$ cat src/rtl/keylock_pkg.sv
// Shared definitions for the keylock datapath: scanner state encoding,
// the "no key" code and the key-code mapping used by the scanner and keyList.
package keylock_pkg;

    typedef enum logic [1:0] {
        SCAN     = 2'd0,
        DEBOUNCE = 2'd1,
        HELD     = 2'd2,
        RELEASE  = 2'd3
    } scan_state_t;

    localparam logic [7:0] KEY_NONE = 8'd0;

    // Keys are numbered row-major starting at 1 so that 0 can mean "none".
    function automatic logic [7:0] key_code(input int r, input int c, input int cols);
        return 8'(r * cols + c + 1);
    endfunction

endpackage

$ cat src/rtl/keypad_scanner_sync_2ff.sv
// Two-flop synchroniser for asynchronous inputs.
// Flops reset to all-ones, matching the idle level of pulled-up keypad rows.
module sync_2ff #(
    parameter int WIDTH = 4
) (
    input  logic             clk,
    input  logic             reset,
    input  logic [WIDTH-1:0] d,
    output logic [WIDTH-1:0] q
);

    logic [WIDTH-1:0] meta;

    // Two register stages give metastability time to settle before use.
    always_ff @(posedge clk or posedge reset) begin
        if (reset) begin
            meta <= '1;
            q    <= '1;
        end else begin
            meta <= d;
            q    <= meta;
        end
    end

endmodule

$ cat src/rtl/keypad_scanner.sv
// Matrix keypad scanner feeding keyList.
// Drives one active-low column at a time, samples the synchronised rows at the
// end of each column's dwell, debounces a found key, and reports it as a
// latched key code plus a level button_pressed that rises once per press.
// Optional build macro KEYPAD_GHOST_REJECT_EN rejects multi-row samples in a
// column and aborts a debounce when a second row in that column goes low.
module keypad_scanner
    import keylock_pkg::*;
#(
    parameter int ROWS         = 4,
    parameter int COLS         = 4,
    parameter int SCAN_DIV     = 1000,
    parameter int DEBOUNCE_CNT = 20000
) (
    input  logic            hwclk,
    input  logic            reset,
    input  logic            scan_en,
    input  logic [ROWS-1:0] row_n,
    output logic [COLS-1:0] col_n,
    output logic [7:0]      key,
    output logic            button_pressed
);

    localparam int CNT_MAX = (SCAN_DIV > DEBOUNCE_CNT) ? SCAN_DIV : DEBOUNCE_CNT;
    localparam int CW      = $clog2(CNT_MAX);
    localparam int CIW     = (COLS > 1) ? $clog2(COLS) : 1;
    localparam int RIW     = (ROWS > 1) ? $clog2(ROWS) : 1;

    localparam logic [CW-1:0]  SCAN_LAST = CW'(SCAN_DIV - 1);
    localparam logic [CW-1:0]  DEB_LAST  = CW'(DEBOUNCE_CNT - 1);
    localparam logic [CIW-1:0] COL_LAST  = CIW'(COLS - 1);

    scan_state_t     state, state_next;
    logic [CW-1:0]   dwell, dwell_next;
    logic [CW-1:0]   deb_cnt, deb_next;
    logic [CIW-1:0]  col_idx, col_next;
    logic [RIW-1:0]  cap_row, cap_next;
    logic [7:0]      key_next;
    logic            bp_next;

    logic [ROWS-1:0] rows_s;
    logic [ROWS-1:0] lows;
    logic            any_low;
    logic [RIW-1:0]  low_row;
    logic            cap_low;
    logic [CIW-1:0]  col_adv;
    logic            press_ok;
    logic            deb_abort;

`ifdef KEYPAD_GHOST_REJECT_EN
    logic            multi_low;
    logic            extra_low;
`endif

    sync_2ff #(
        .WIDTH(ROWS)
    ) u_row_sync (
        .clk  (hwclk),
        .reset(reset),
        .d    (row_n),
        .q    (rows_s)
    );

    // Row decode: which rows are low, the lowest-index one, and the captured row's level.
    always_comb begin
        lows    = ~rows_s;
        any_low = |lows;
        low_row = '0;
        for (int i = ROWS - 1; i >= 0; i--) begin
            if (lows[i]) begin
                low_row = RIW'(i);
            end
        end
        cap_low = lows[cap_row];
        col_adv = (col_idx == COL_LAST) ? '0 : col_idx + CIW'(1);
    end

`ifdef KEYPAD_GHOST_REJECT_EN
    // Ghost rejection: a column sample with more than one low row is ambiguous.
    always_comb begin
        multi_low = |(lows & (lows - ROWS'(1)));
        extra_low = |(lows & ~(ROWS'(1) << cap_row));
        press_ok  = any_low && !multi_low;
        deb_abort = !cap_low || extra_low;
    end
`else
    // Without ghost rejection the lowest low row wins and other rows are ignored.
    always_comb begin
        press_ok  = any_low;
        deb_abort = !cap_low;
    end
`endif

    // Next-state logic: scan columns, debounce press, hold, debounce release.
    always_comb begin
        state_next = state;
        dwell_next = dwell;
        deb_next   = deb_cnt;
        col_next   = col_idx;
        cap_next   = cap_row;
        key_next   = key;
        bp_next    = button_pressed;

        if (!scan_en) begin
            state_next = SCAN;
            dwell_next = '0;
            deb_next   = '0;
            col_next   = '0;
            bp_next    = 1'b0;
        end else begin
            case (state)
                SCAN: begin
                    if (dwell == SCAN_LAST) begin
                        dwell_next = '0;
                        if (press_ok) begin
                            cap_next   = low_row;
                            deb_next   = '0;
                            state_next = DEBOUNCE;
                        end else begin
                            col_next = col_adv;
                        end
                    end else begin
                        dwell_next = dwell + CW'(1);
                    end
                end

                DEBOUNCE: begin
                    if (deb_abort) begin
                        state_next = SCAN;
                        dwell_next = '0;
                        deb_next   = '0;
                    end else if (deb_cnt == DEB_LAST) begin
                        key_next   = key_code(int'(cap_row), int'(col_idx), COLS);
                        bp_next    = 1'b1;
                        deb_next   = '0;
                        state_next = HELD;
                    end else begin
                        deb_next = deb_cnt + CW'(1);
                    end
                end

                HELD: begin
                    if (!cap_low) begin
                        deb_next   = '0;
                        state_next = RELEASE;
                    end
                end

                RELEASE: begin
                    if (cap_low) begin
                        deb_next   = '0;
                        state_next = HELD;
                    end else if (deb_cnt == DEB_LAST) begin
                        bp_next    = 1'b0;
                        col_next   = col_adv;
                        dwell_next = '0;
                        deb_next   = '0;
                        state_next = SCAN;
                    end else begin
                        deb_next = deb_cnt + CW'(1);
                    end
                end

                default: begin
                    state_next = SCAN;
                    dwell_next = '0;
                    deb_next   = '0;
                end
            endcase
        end
    end

    // State, counters and outputs; col_n is registered so the column drive never glitches.
    always_ff @(posedge hwclk or posedge reset) begin
        if (reset) begin
            state          <= SCAN;
            dwell          <= '0;
            deb_cnt        <= '0;
            col_idx        <= '0;
            cap_row        <= '0;
            key            <= KEY_NONE;
            button_pressed <= 1'b0;
            col_n          <= ~COLS'(1);
        end else begin
            state          <= state_next;
            dwell          <= dwell_next;
            deb_cnt        <= deb_next;
            col_idx        <= col_next;
            cap_row        <= cap_next;
            key            <= key_next;
            button_pressed <= bp_next;
            col_n          <= ~(COLS'(1) << col_next);
        end
    end

endmodule

$ cat config.mk
export PLATFORM = sky130hd
export DESIGN_NAME = keypad_scanner
export DESIGN_NICKNAME = d
export VERILOG_FILES = /design/src/rtl/keylock_pkg.sv /design/src/rtl/keypad_scanner_sync_2ff.sv /design/src/rtl/keypad_scanner.sv
export SDC_FILE = /design/constraint.sdc
export NUM_CORES = 1
export LEC_CHECK = 0
export BUFFER_PORTS_ARGS = -buffer_cell sky130_fd_sc_hd__buf_4
export CAP_MARGIN = 5
export CORE_ASPECT_RATIO = 1.25
export CORE_MARGIN = 8
export CORE_UTILIZATION = 25
export DETAILED_ROUTE_END_ITERATION = 16
export PLACE_DENSITY_LB_ADDON = 0.3
export SETUP_SLACK_MARGIN = 0.15
export SLEW_MARGIN = 30
export SYNTH_ARGS = -nofsm -noshare
export SYNTH_HDL_FRONTEND = slang
export SYNTH_SLANG_ARGS = --single-unit
$ cat constraint.sdc
create_clock -name hwclk -period 3.3 [get_ports hwclk]
set_clock_uncertainty 0.15 [all_clocks]
set_input_delay 0.495 -clock hwclk [delete_from_list [all_inputs] [get_ports hwclk]]
set_output_delay 0.495 -clock hwclk [all_outputs]
set_load 0.01 [all_outputs]
==> results of run 1 <==
==> worst max-delay path, stage by stage (launching register included) <==
cell	delay (ns)
sky130_fd_sc_hd__dfrtp_1	0.41
sky130_fd_sc_hd__ha_1	0.22
sky130_fd_sc_hd__and4_1	0.29
sky130_fd_sc_hd__and4_1	0.32
sky130_fd_sc_hd__a21boi_1	0.11
sky130_fd_sc_hd__o31a_1	0.51
sky130_fd_sc_hd__or2_2	0.49
sky130_fd_sc_hd__o31ai_1	0.26
==> final timing paths <==
kind                                              start                           end  slack (ns)  cells after the start
max                              deb_cnt[0]$_DFFE_PP0P_          dwell[4]$_DFFE_PP0P_        0.45                      7
min                                               reset        deb_cnt[2]$_DFFE_PP0P_        0.15                      2
max reg2reg                      deb_cnt[0]$_DFFE_PP0P_          dwell[4]$_DFFE_PP0P_        0.45                      7
min reg2reg                u_row_sync.meta[1]$_DFF_PP1_     u_row_sync.q[1]$_DFF_PP1_        0.21                      0
max in group asynchronous                         reset     u_row_sync.q[0]$_DFF_PP1_        2.24                      3
min in group hwclk                             row_n[1]  u_row_sync.meta[1]$_DFF_PP1_        0.16                      1
==> layout make-up <==
class,count,area [sq um]
Tap cell,138,172.7
Timing Repair Buffer,17,127.6
Clock buffer,6,128.9
Fill cell,1243,8225
Inverter,13,51.30
Clock inverter,2,37.54
Multi-Input combinational cell,236,1453
Sequential cell,54,1365
==> layout by cell type, fill, tap and decap left out, drive strengths merged, types with 7 or more instances in the layout <==
master  instances
nor2           21
dfrtp          43
o21ai          44
nor3            7
buf            17
a21oi           7
nand3          19
dfstp          11
inv            13
o31ai          15
nand2          34
nand2b          9
ha              7
==> cell families after synthesis <==
family	count (synthesis)
fa+ha+maj	7
xor+xnor	2
other cells	1
compound gates	92
simple gates	127
mux	5
buf+inv	28
flops	54
==> routing by layer <==
layer,routed length (um),part of all wire,track usage
met1,2999,0.47,0.1047
met5,0,0,0
met3,126,0.020,0.01404
met4,77,0.012,0.02671
met2,3161,0.50,0.1531
==> state kept, by name, indices dropped and copies added (netlist names) <==
name and flops:
deb_cnt 15, dwell 15, key 5, col_n 4, u_row_sync.meta 4, u_row_sync.q 4, cap_row 2, col_idx 2
state 2, button_pressed 1
==> power by group <==
part	switching (mW)	leakage [nW]	internal [mW]	total, mW
clock	0.240	0.0771	0.359	0.599
sequential	0.0425	0.701	0.709	0.751
combinational	0.287	0.558	0.160	0.447
==> out/results.txt, run 1 <==
The total routing resource utilization after global routing is 0.08630. Setup total negative slack on the finished layout was measured at 0 ns. The peak fanout along the critical path came out at 20. The run gives 4 as the first-pass iteration count of the detailed router. The proportion of synthesized area in mux cells was 0.02298; the share of the core filled with cells in the final layout was 0.2885.

The compound-gate portion of the synthesized area was 0.1987. The die is 113 um wide. Routability-driven placement finished with a final weighted congestion of 0.7789. The H-tree generated during clock tree synthesis spans 2 levels.

The post-route fraction of the period consumed by the critical path works out to 0.8651. The worst-case headroom to the max-slew limit is 0.4134. After synthesis, the mean cell area works out to 9.305 sq um.

sky130_fd_sc_hd__dfrtp_1 takes more of the synthesized area than any other cell. Boundary pin count: 20. The count of clock tree sinks was 54; the count of flip-flops with a built-in enable after synthesis was 0. In this run the post-CTS setup repair buffer count came out at 0.

The post-placement cell area was 3169 sq um; the register bit total from synthesis was 54. The critical path is of the reg2reg type. The tools report the number of nets in the final layout as 341. The path class of the tightest hold or removal check is in2async. Share of the synthesized area in the top cell type: 0.3660. Setup repair after global routing left no endpoint under its margin.

The leakage power is 1.336 nW. The number of antenna-violating nets in the routed design came out at 0. Fraction of registers with async set/reset: 1.000. The logs give 0.4643 for the proportion of synthesized chip area in sequential cells and 11120 um for the wire length of the first global-routing pass. Starting density of the core: 0.2543. The flow ran to the end, and the final reports show no timing, DRC or antenna violations. In the post-route analysis, the smallest setup slack over all paths is 0.4450 ns. The run gives 0 as the final setup violation count. Summed over all layers, the global routing overflow is 0. The routed layout has 2340 vias. No sink is reached through more buffers than the 2 on the longest clock path. From synthesis to final layout, the design area changed by 13.45%. Ranked by instance count, the synthesized netlist is headed by 43 x sky130_fd_sc_hd__dfrtp_1, 38 x sky130_fd_sc_hd__o21ai_0, 34 x sky130_fd_sc_hd__nand2_1. The worst setup path is launched from a flop. Max-cap violations in this run came to 0.

Post-CTS repair changed the size of 0 cells. After clock tree synthesis, the clock-pin slew on the worst setup and hold paths is 0.07 ns. Area of the die: 15510 sq um. After the flow finishes, the layout carries non-filler instances totaling 466. TritonCTS built the clock tree.

The critical path capture point type is a flop. The final layout contains routed wiring with a total length of 6364 um. The logs give 0.29 ns for the worst-skew pair later-pin latency and 0.1451 ns for the tightest hold margin. The number of warnings printed during yosys synthesis was 0. Data on the critical path arrives at its endpoint at 2.91 ns. The repair_antennas step left the layout with diodes totalling 0. The via count of the first global-routing pass was 2296; the pin count of the biggest net entering global routing was 50.

The xor/xnor share of the synthesized area is 0.005957. Clock tree synthesis selected as its root buffer the cell sky130_fd_sc_hd__clkbuf_16. The power consumption came out at 1.798 mW. The adder-cell share of the synthesized area is 0.02979, and the core outline area is 11560 sq um. The run gives 0.4438 ns as the pre-CTS worst setup slack. The count of buffers added on input and output ports is 16. At the worst endpoint, the required time is 3.35 ns.

By area the synthesized netlist is led by sky130_fd_sc_hd__dfrtp_1 37%, sky130_fd_sc_hd__dfstp_2 9.8%, sky130_fd_sc_hd__o21ai_0 6.5%, sky130_fd_sc_hd__nand2_1 4.3%, sky130_fd_sc_hd__o31ai_1 3.8%. Number of hold violations in the final report: 0. The logs give 350.3 MHz for the highest clock rate and 458 for the placed instance count.

For the pin with the worst max-slew slack, the measured transition is 0.8799 ns. Subtracting the final worst setup slack from the clock period gives 2.855 ns. In this run the vertical extent of the chip is 137.3 um. The average detailed-routed wire length per instance was 13.66 um. In the post-synthesis netlist, the cell with the most instances is sky130_fd_sc_hd__dfrtp_1.

The peak supply drop is 0.2582 mV, and the count of hold buffers inserted by post-cts repair is 0. For the number of design-rule violations left by the first detailed-router iteration, the log shows 71. After detailed routing, the number of vias per cell comes to 5.021. For this run, design rule violations remaining after detail routing come to 0. Counting every instance in the synthesized netlist gives 316.

The placed wire-length estimate was 4484 um; the initial antenna violation count was 0. Share of synthesized cell area in and, or, nand and nor gates: 0.2328. The leading register cell type out of synthesis is sky130_fd_sc_hd__dfrtp_1.

The logs give 5 for the TritonCTS buffer count and 3336 sq um for the post-route standard cell area excluding fillers. Counting distinct cell types in the post-synthesis netlist gives 59. The synthesized netlist occupies a cell area of 2940 sq um.

The combinational family with the most area after synthesis was simple AND/OR/NAND/NOR gates. The fraction of layout cells with a size suffix above 1 was 0.1738. Number of pins exceeding their max-slew limit in the final report: 0. In this run the core area contains 44 standard-cell rows. Power spread over the standard cell area amounts to 538.9 nW/um^2.
No activity file was read; power rests on OpenSTA's default activity.
==> inputs of run 2 (changes only) <==
--- a/config.mk
+++ b/config.mk
@@ -6,8 +6,7 @@
 export NUM_CORES = 1
 export LEC_CHECK = 0
 export BUFFER_PORTS_ARGS = -buffer_cell sky130_fd_sc_hd__buf_4
-export CAP_MARGIN = 5
-export CORE_ASPECT_RATIO = 1.25
+export CORE_ASPECT_RATIO = 1.75
 export CORE_MARGIN = 8
 export CORE_UTILIZATION = 25
 export DETAILED_ROUTE_END_ITERATION = 16
==> run 2 against run 1 <==
Effect of this change:
- maximum frequency grew 3.4%
- sequential cell count stayed put
- via count up 2.1%
- die area rose by 0.74%
- routed wire length grew 8.8%
- first-iteration DRC count up 58%
==> out/results.txt, run 2 (same netlist as run 1, synthesis figures left out) <==
The flow ran to the end, and the final reports show no timing, DRC or antenna violations. The post-placement cell area came out at 3178 sq um. For the worst setup path, the data required time is 3.35 ns. The leading cell type in the layout, fill and taps excluded was sky130_fd_sc_hd__dfrtp_1.

The core region is 11520 sq um. The wire length of the first global-routing pass came out at 11620 um. The wire length reported by the detailed router was 6924 um; the average detailed-routed wire length per instance was 14.89 um. The overflow left after global routing is 0. The tightest hold path in the finished design has a slack of 0.09400 ns.

In this run the power spent charging and discharging nets is 0.5930 mW. The top cell types in the final layout, fill and taps aside, are 43 x sky130_fd_sc_hd__dfrtp_1, 38 x sky130_fd_sc_hd__o21ai_0, 34 x sky130_fd_sc_hd__nand2_1, 20 x sky130_fd_sc_hd__nor2_1. The tools report the clock network fraction of design power as 0.336. At the end of routability-driven placement, the weighted congestion stood at 0.8410. For the register-to-register setup slack, the log shows 0.54 ns.

Prior to clock tree synthesis, the placed netlist has a worst setup slack of 0.5561 ns. The post-route standard cell area excluding fillers came out at 3347 sq um. The startpoint identified for the worst register-to-register timing path is deb_cnt[0]$_DFFE_PP0P_. The placed wire-length estimate was 5212 um. In this run the clock root is driven by a sky130_fd_sc_hd__clkbuf_16. Total routing resource utilization after global routing: 0.09143. In this run the worst hold path is classified as in2async. Counting I/O delays and the setup requirement, the final critical path takes 2.761 ns. The setup TNS after final layout was 0 ns. The tools report the count of clock tree sinks as 54.

The via count of the first global-routing pass was 2359; the starting density of the core was 0.2553. The number of pins exceeding their max-slew limit in the final report is 0, and the per-cell via count in the routed design is 5.138. TritonCTS built the clock tree. For the number of antenna-violating nets in the routed design, the log shows 0. After clock tree synthesis, the setup repair step added 0 buffers. For this run, design rule violations remaining after detail routing come to 0. In this run the static leakage power is 1.353 nW. The clock passes through at most 2 buffers. The later pin in the worst-skew pair is clocked with a latency of 0.30 ns.

The pin count of the biggest net entering global routing came out at 31. The count of inserted antenna diode cells is 0. The tools report the number of cell rows as 52. In this run the worst path has a maximum fanout of 11.

Hold repair after CTS inserted 0 buffers. The switching share of power works out to 0.3243. The number of gates resized after CTS was 0.

The delay of the slowest critical-path stage is 0.46 ns. After the first detailed-routing iteration, the DRC count stood at 112. The count of buffering cells on the critical path with inverters included came out at 0. Endpoint of the lowest-slack register-to-register path: dwell[4]$_DFFE_PP0P_. In the final layout, the registers with the most flip-flops are deb_cnt x15, dwell x15, key x5. The worst-case headroom to the max-slew limit was 0.4428.

The critical path goes through ha_1 -> and4_1 -> and4_1 -> a21boi_1 -> o31a_1 -> or2_2 -> o31ai_1. The fraction of layout cells with a size suffix above 1 works out to 0.1818. The kind of cell with the highest combined delay along the critical path is simple AND/OR/NAND/NOR gates.

The cell type with the highest occurrence count on the critical path was sky130_fd_sc_hd__and4_1. Across all layers, the routed design uses 2389 vias. 20 I/O pins were placed. Number of nets in the final layout: 343.

The number of hold violations in the final report is 0, and the number of cells on the worst reg-to-reg path is 7. The slowest stage cell on the critical path is sky130_fd_sc_hd__or2_2. The highest clock rate is 362.2 MHz. At the worst endpoint, the arrival time is 2.81 ns. The setup path with the least slack is of type reg2reg. Worst-margin pin slew: 0.8359 ns. The post-route fraction of the period consumed by the critical path is 0.8367.

The run gives 0.412 as the sequential share of power. Setup violations remaining at the end of the flow were counted as 0. The tools report the number of levels in the clock H-tree as 2.

For the TritonCTS buffer count, the log shows 5. The combinational power share is 0.253. Layout-stage area growth over the synthesis result: 13.83%. Number of buffers inserted by port buffering: 16. The power density over cell area is 546.4 nW/um^2. The chip height came out at 159.5 um.

The run gives 0 as the total of max-cap violations. Across the VDD grid, the largest voltage drop is 0.3115 mV. The run gives 0 as the initial antenna violation count.

Clock-pin slew was measured on the worst setup and hold paths at 0.08 ns. The internal power is 1.236 mW. The startpoint type of the worst setup path is a flop. Setup repair after global routing left no endpoint under its margin. Setup slack on the critical path of the routed design comes to 0.5389 ns. The horizontal die dimension was 97.98 um; the area of the die was 15620 sq um.

The worst setup path is captured at a flop. The first TritonRoute pass finished after 4 iterations.
run 2: cell types whose count changed in the layout (fill, tap and decap cells not counted), sizes merged:
| cell | before | now |
|---|---|---|
| buf | 17 | 19 |
| inv | 13 | 14 |
| clkbuf | 6 | 5 |
| clkinv | 0 | 1 |
| clkinvlp | 1 | 0 |
run 2: worst max path at each step:
stage	start	end	cells after the start
6_report	deb_cnt[0]$_DFFE_PP0P_	dwell[4]$_DFFE_PP0P_	7
5_1_grt	deb_cnt[0]$_DFFE_PP0P_	dwell[4]$_DFFE_PP0P_	7
4_1_cts	deb_cnt[0]$_DFFE_PP0P_	dwell[4]$_DFFE_PP0P_	7
3_5_place_dp	deb_cnt[0]$_DFFE_PP0P_	dwell[4]$_DFFE_PP0P_	7
3_3_place_gp	dwell[14]$_DFFE_PP0P_	dwell[12]$_DFFE_PP0P_	5
2_1_floorplan	dwell[11]$_DFFE_PP0P_	state[0]$_DFFE_PP0P_	7
run 2: power groups by stage:
stage                     Combinational [mW]  Sequential, mW  Clock [mW]
after global placement                 0.463           0.764           0
after floorplan                        0.368           0.756           0
after CTS                              0.472           0.754       0.633
after detailed placement               0.471           0.766           0
final                                  0.462           0.753       0.614
after global routing                   0.526           0.759       0.657
run 2: through the flow:
stage	instances	total power, mW	utilization
after global routing	465	1.942	0.2906
after detailed placement	457	1.237	0.2760
final	465	1.829	0.2906
after global placement	457	1.228	0.2760
after CTS	465	1.859	0.2906
after floorplan	318	1.125	-
run 2: final cells by class:
| class | count | area (sq um) |
|---|---|---|
| Clock buffer | 5 | 125.1 |
| Timing Repair Buffer | 19 | 142.6 |
| Multi-Input combinational cell | 236 | 1453 |
| Inverter | 13 | 48.80 |
| Clock inverter | 3 | 43.79 |
| Fill cell | 1211 | 8169 |
| Tap cell | 135 | 168.9 |
| Sequential cell | 54 | 1365 |
run 2: routing by layer:
metal,part of all wire,track usage
met2,0.57,0.1772
met3,0.020,0.01489
met4,0.025,0.04354
met1,0.38,0.09022
met5,0,0
==> inputs of run 3 (changes only) <==
==> constraint.sdc (replaced) <==
create_clock -name hwclk -period 2.8 [get_ports hwclk]
set_clock_uncertainty 0.15 [all_clocks]
set_input_delay 0.42 -clock hwclk [delete_from_list [all_inputs] [get_ports hwclk]]
set_output_delay 0.42 -clock hwclk [all_outputs]
set_load 0.01 [all_outputs]
==> run 3 against run 2 <==
Effect of this change:
- sequential share of layout area down 1.7 points
- first-iteration DRC count fell by 32%
- die area did not move
- largest cell class unchanged
- largest power group unchanged
==> out/results.txt, run 3 (same netlist as run 1, synthesis figures left out) <==
The run finished with clean final reports. Setup violations remaining at the end of the flow were counted as 0. The share of the core filled with cells in the final layout was 0.3038. Along the worst path, the maximum fanout reaches 4. The via count of the first global-routing pass is 2470. The run gives 0 as the number of antenna-violating nets in the routed design. The die is 97.98 um wide. The number of pins exceeding their max-slew limit in the final report is 0. In this run the critical register-to-register path is captured at col_n[0]$_DFF_PP0_. Clock-pin slew was measured on the worst setup and hold paths at 0.07 ns. The count of buffering cells on the critical path with inverters included was 0. The starting density of the core is 0.2553. The tool flagged a number of max-cap violations equal to 0. Startpoint type of the worst setup path: a flop.

The run gives 2 as the number of levels in the clock H-tree. The run gives 0 as the initial antenna violation count. STA classifies the critical path endpoint as a flop. In this run the static leakage power is 1.423 nW.

For this design, the sink count on the clock tree is 54. The run gives 0.09244 as the total routing resource utilization after global routing. The worst-skew pair later-pin latency was 0.30 ns; the maximum clock insertion buffer count was 2.

Entering global routing, the biggest net connects 31 pins. The boundary pin count came out at 20. TritonCTS built the clock tree. The gate family responsible for the most delay along the worst path is simple AND/OR/NAND/NOR gates. The logs give 11520 sq um for the core outline area and 2464 for the vias after detailed routing. For this design, the CTS-stage hold fixing added 0 buffers.

Buffers inserted during clock tree synthesis total 5. The run gives 0.6342 as the worst-case headroom to the max-slew limit. Wires add up to 7037 um. The library cell used most frequently in the layout, excluding fill and tap cells, is sky130_fd_sc_hd__dfrtp_1. The tightest hold path in the finished design has a slack of 0.02377 ns. The run gives 0.8486 as the weighted congestion reported at the end of routability-driven placement. In the final layout, the registers with the most flip-flops are deb_cnt x15, dwell x15, key x5. The worst setup path category is reg2reg. After detailed routing, the average wire length per cell comes to 14.75 um.

For this run, the slowest stage of the critical path takes 0.56 ns. Measured in cells, the most critical reg-to-reg path has a length of 6. The slowest stage cell on the critical path is sky130_fd_sc_hd__or4_4. Setup slack on the worst reg-to-reg path comes out at 0.21 ns. The floorplan step defined a die boundary enclosing 15620 sq um. The number of nets in the final layout came out at 355. STA puts the critical path data arrival time at 2.62 ns. Leaving out fill and tap cells, the most frequent cells in the layout are 42 x sky130_fd_sc_hd__dfrtp_1, 38 x sky130_fd_sc_hd__o21ai_0, 34 x sky130_fd_sc_hd__nand2_1, 30 x sky130_fd_sc_hd__buf_4, 20 x sky130_fd_sc_hd__nor2_1. By instance count, the cell type seen most on the critical path is sky130_fd_sc_hd__or4_4. Number of cell rows: 52. The post-route fraction of the period consumed by the critical path is 0.9239, and the overflow left after global routing is 0. The per-cell via count in the routed design works out to 5.166. From synthesis to final layout, the design area changed by 18.98%.

The pre-antenna-repair detailed-routing pass consisted of 4 iterations. The number of hold violations in the final report was 0; the worst-margin pin slew was 0.5479 ns. The tightest min-delay check is of the in2async type. The floorplan step set the die height to 159.5 um. The highest clock rate is 386.6 MHz, and the count of inserted antenna diode cells is 0. The wire length of the first global-routing pass came out at 11920 um. The worst endpoint required time is 2.83 ns, and the power density over cell area is 635.2 nW/um^2. The beginning of the worst register-to-register path is dwell[14]$_DFFE_PP0P_.

The number of buffers inserted by port buffering is 16. Post-route minimum period: 2.587 ns. After routing, the total negative slack on setup checks comes to 0 ns. The detailed router finished its first iteration with 76 violations. The count of unresolved DRC violations after routing was 0; the placed wire-length estimate was 5284 um.

The tools report the root buffer cell as sky130_fd_sc_hd__clkbuf_16. Setup repair after global routing could not meet its margin everywhere. The critical path goes through or4_4 -> or4_4 -> or3_1 -> a21oi_2 -> a211oi_2 -> or2_1. The fraction of layout cells with a size suffix above 1 works out to 0.2251. VDD sags by at most 0.3223 mV.
run 3: cell count changes in the layout (fill, tap and decap cells not counted), sizes merged:
| cell | before | now |
|---|---|---|
| buf | 19 | 31 |
| clkbuf | 5 | 7 |
| clkinv | 1 | 0 |
| inv | 14 | 13 |
run 3: power by group:
part,internal [mW],switching (mW)
clock network,0.423,0.279
registers,0.836,0.0427
logic,0.255,0.387
run 3: routing by layer:
metal / vias up / global-route usage / wire [um]
met5: - / 0 / 0
met4: 0 / 0.03854 / 148
met2: 38 / 0.1825 / 4023
met3: 13 / 0.01576 / 171
li1: 1199 / - / -
met1: 1214 / 0.08998 / 2693
run 3: layout make-up:
cell class / instances / area [sq um]
inverter: 13 / 48.80
sequential: 54 / 1366
clock buffer: 7 / 132.6
fill: 1181 / 8018
timing repair buffer: 31 / 245.2
multi-input combinational: 236 / 1506
clock inverter: 1 / 30.03
tap: 135 / 168.9
run 3: how the worst max path moves through the flow:
stage	startpoint	end	slack, ns	depth (start not counted)
2_1_floorplan	dwell[11]$_DFFE_PP0P_	state[0]$_DFFE_PP0P_	0.31	7
6_report	dwell[14]$_DFFE_PP0P_	col_n[0]$_DFF_PP0_	0.21	6
5_1_grt	dwell[14]$_DFFE_PP0P_	state[1]$_DFFE_PP0P_	0.14	6
4_1_cts	dwell[3]$_DFFE_PP0P_	state[1]$_DFFE_PP0P_	0.17	6
3_3_place_gp	dwell[11]$_DFFE_PP0P_	dwell[2]$_DFFE_PP0P_	0.16	5
3_5_place_dp	dwell[11]$_DFFE_PP0P_	dwell[3]$_DFFE_PP0P_	0.11	7
run 3: timing repair:
| item | 4_1_cts | 5_1_grt |
|---|---|---|
| pin swaps | 0 | 0 |
| setup buffers | 0 | 4 |
| setup endpoints to repair | 8 | 18 |
| resized for setup | 2 | 10 |
run 3: per-stage QoR:
| step | std cells | setup WS (ns) | power (mW) | instance area (sq um) |
|---|---|---|---|---|
| 3_3_place_gp | 465 | 0.1579 | 1.498 | 3251 |
| 3_5_place_dp | 465 | 0.1054 | 1.505 | 3251 |
| 6_report | 477 | 0.2131 | 2.222 | 3498 |
| 4_1_cts | 473 | 0.1714 | 2.214 | 3426 |
| 5_1_grt | 477 | 0.1352 | 2.344 | 3498 |
| 2_1_floorplan | 318 | 0.3057 | 1.325 | 2948 |
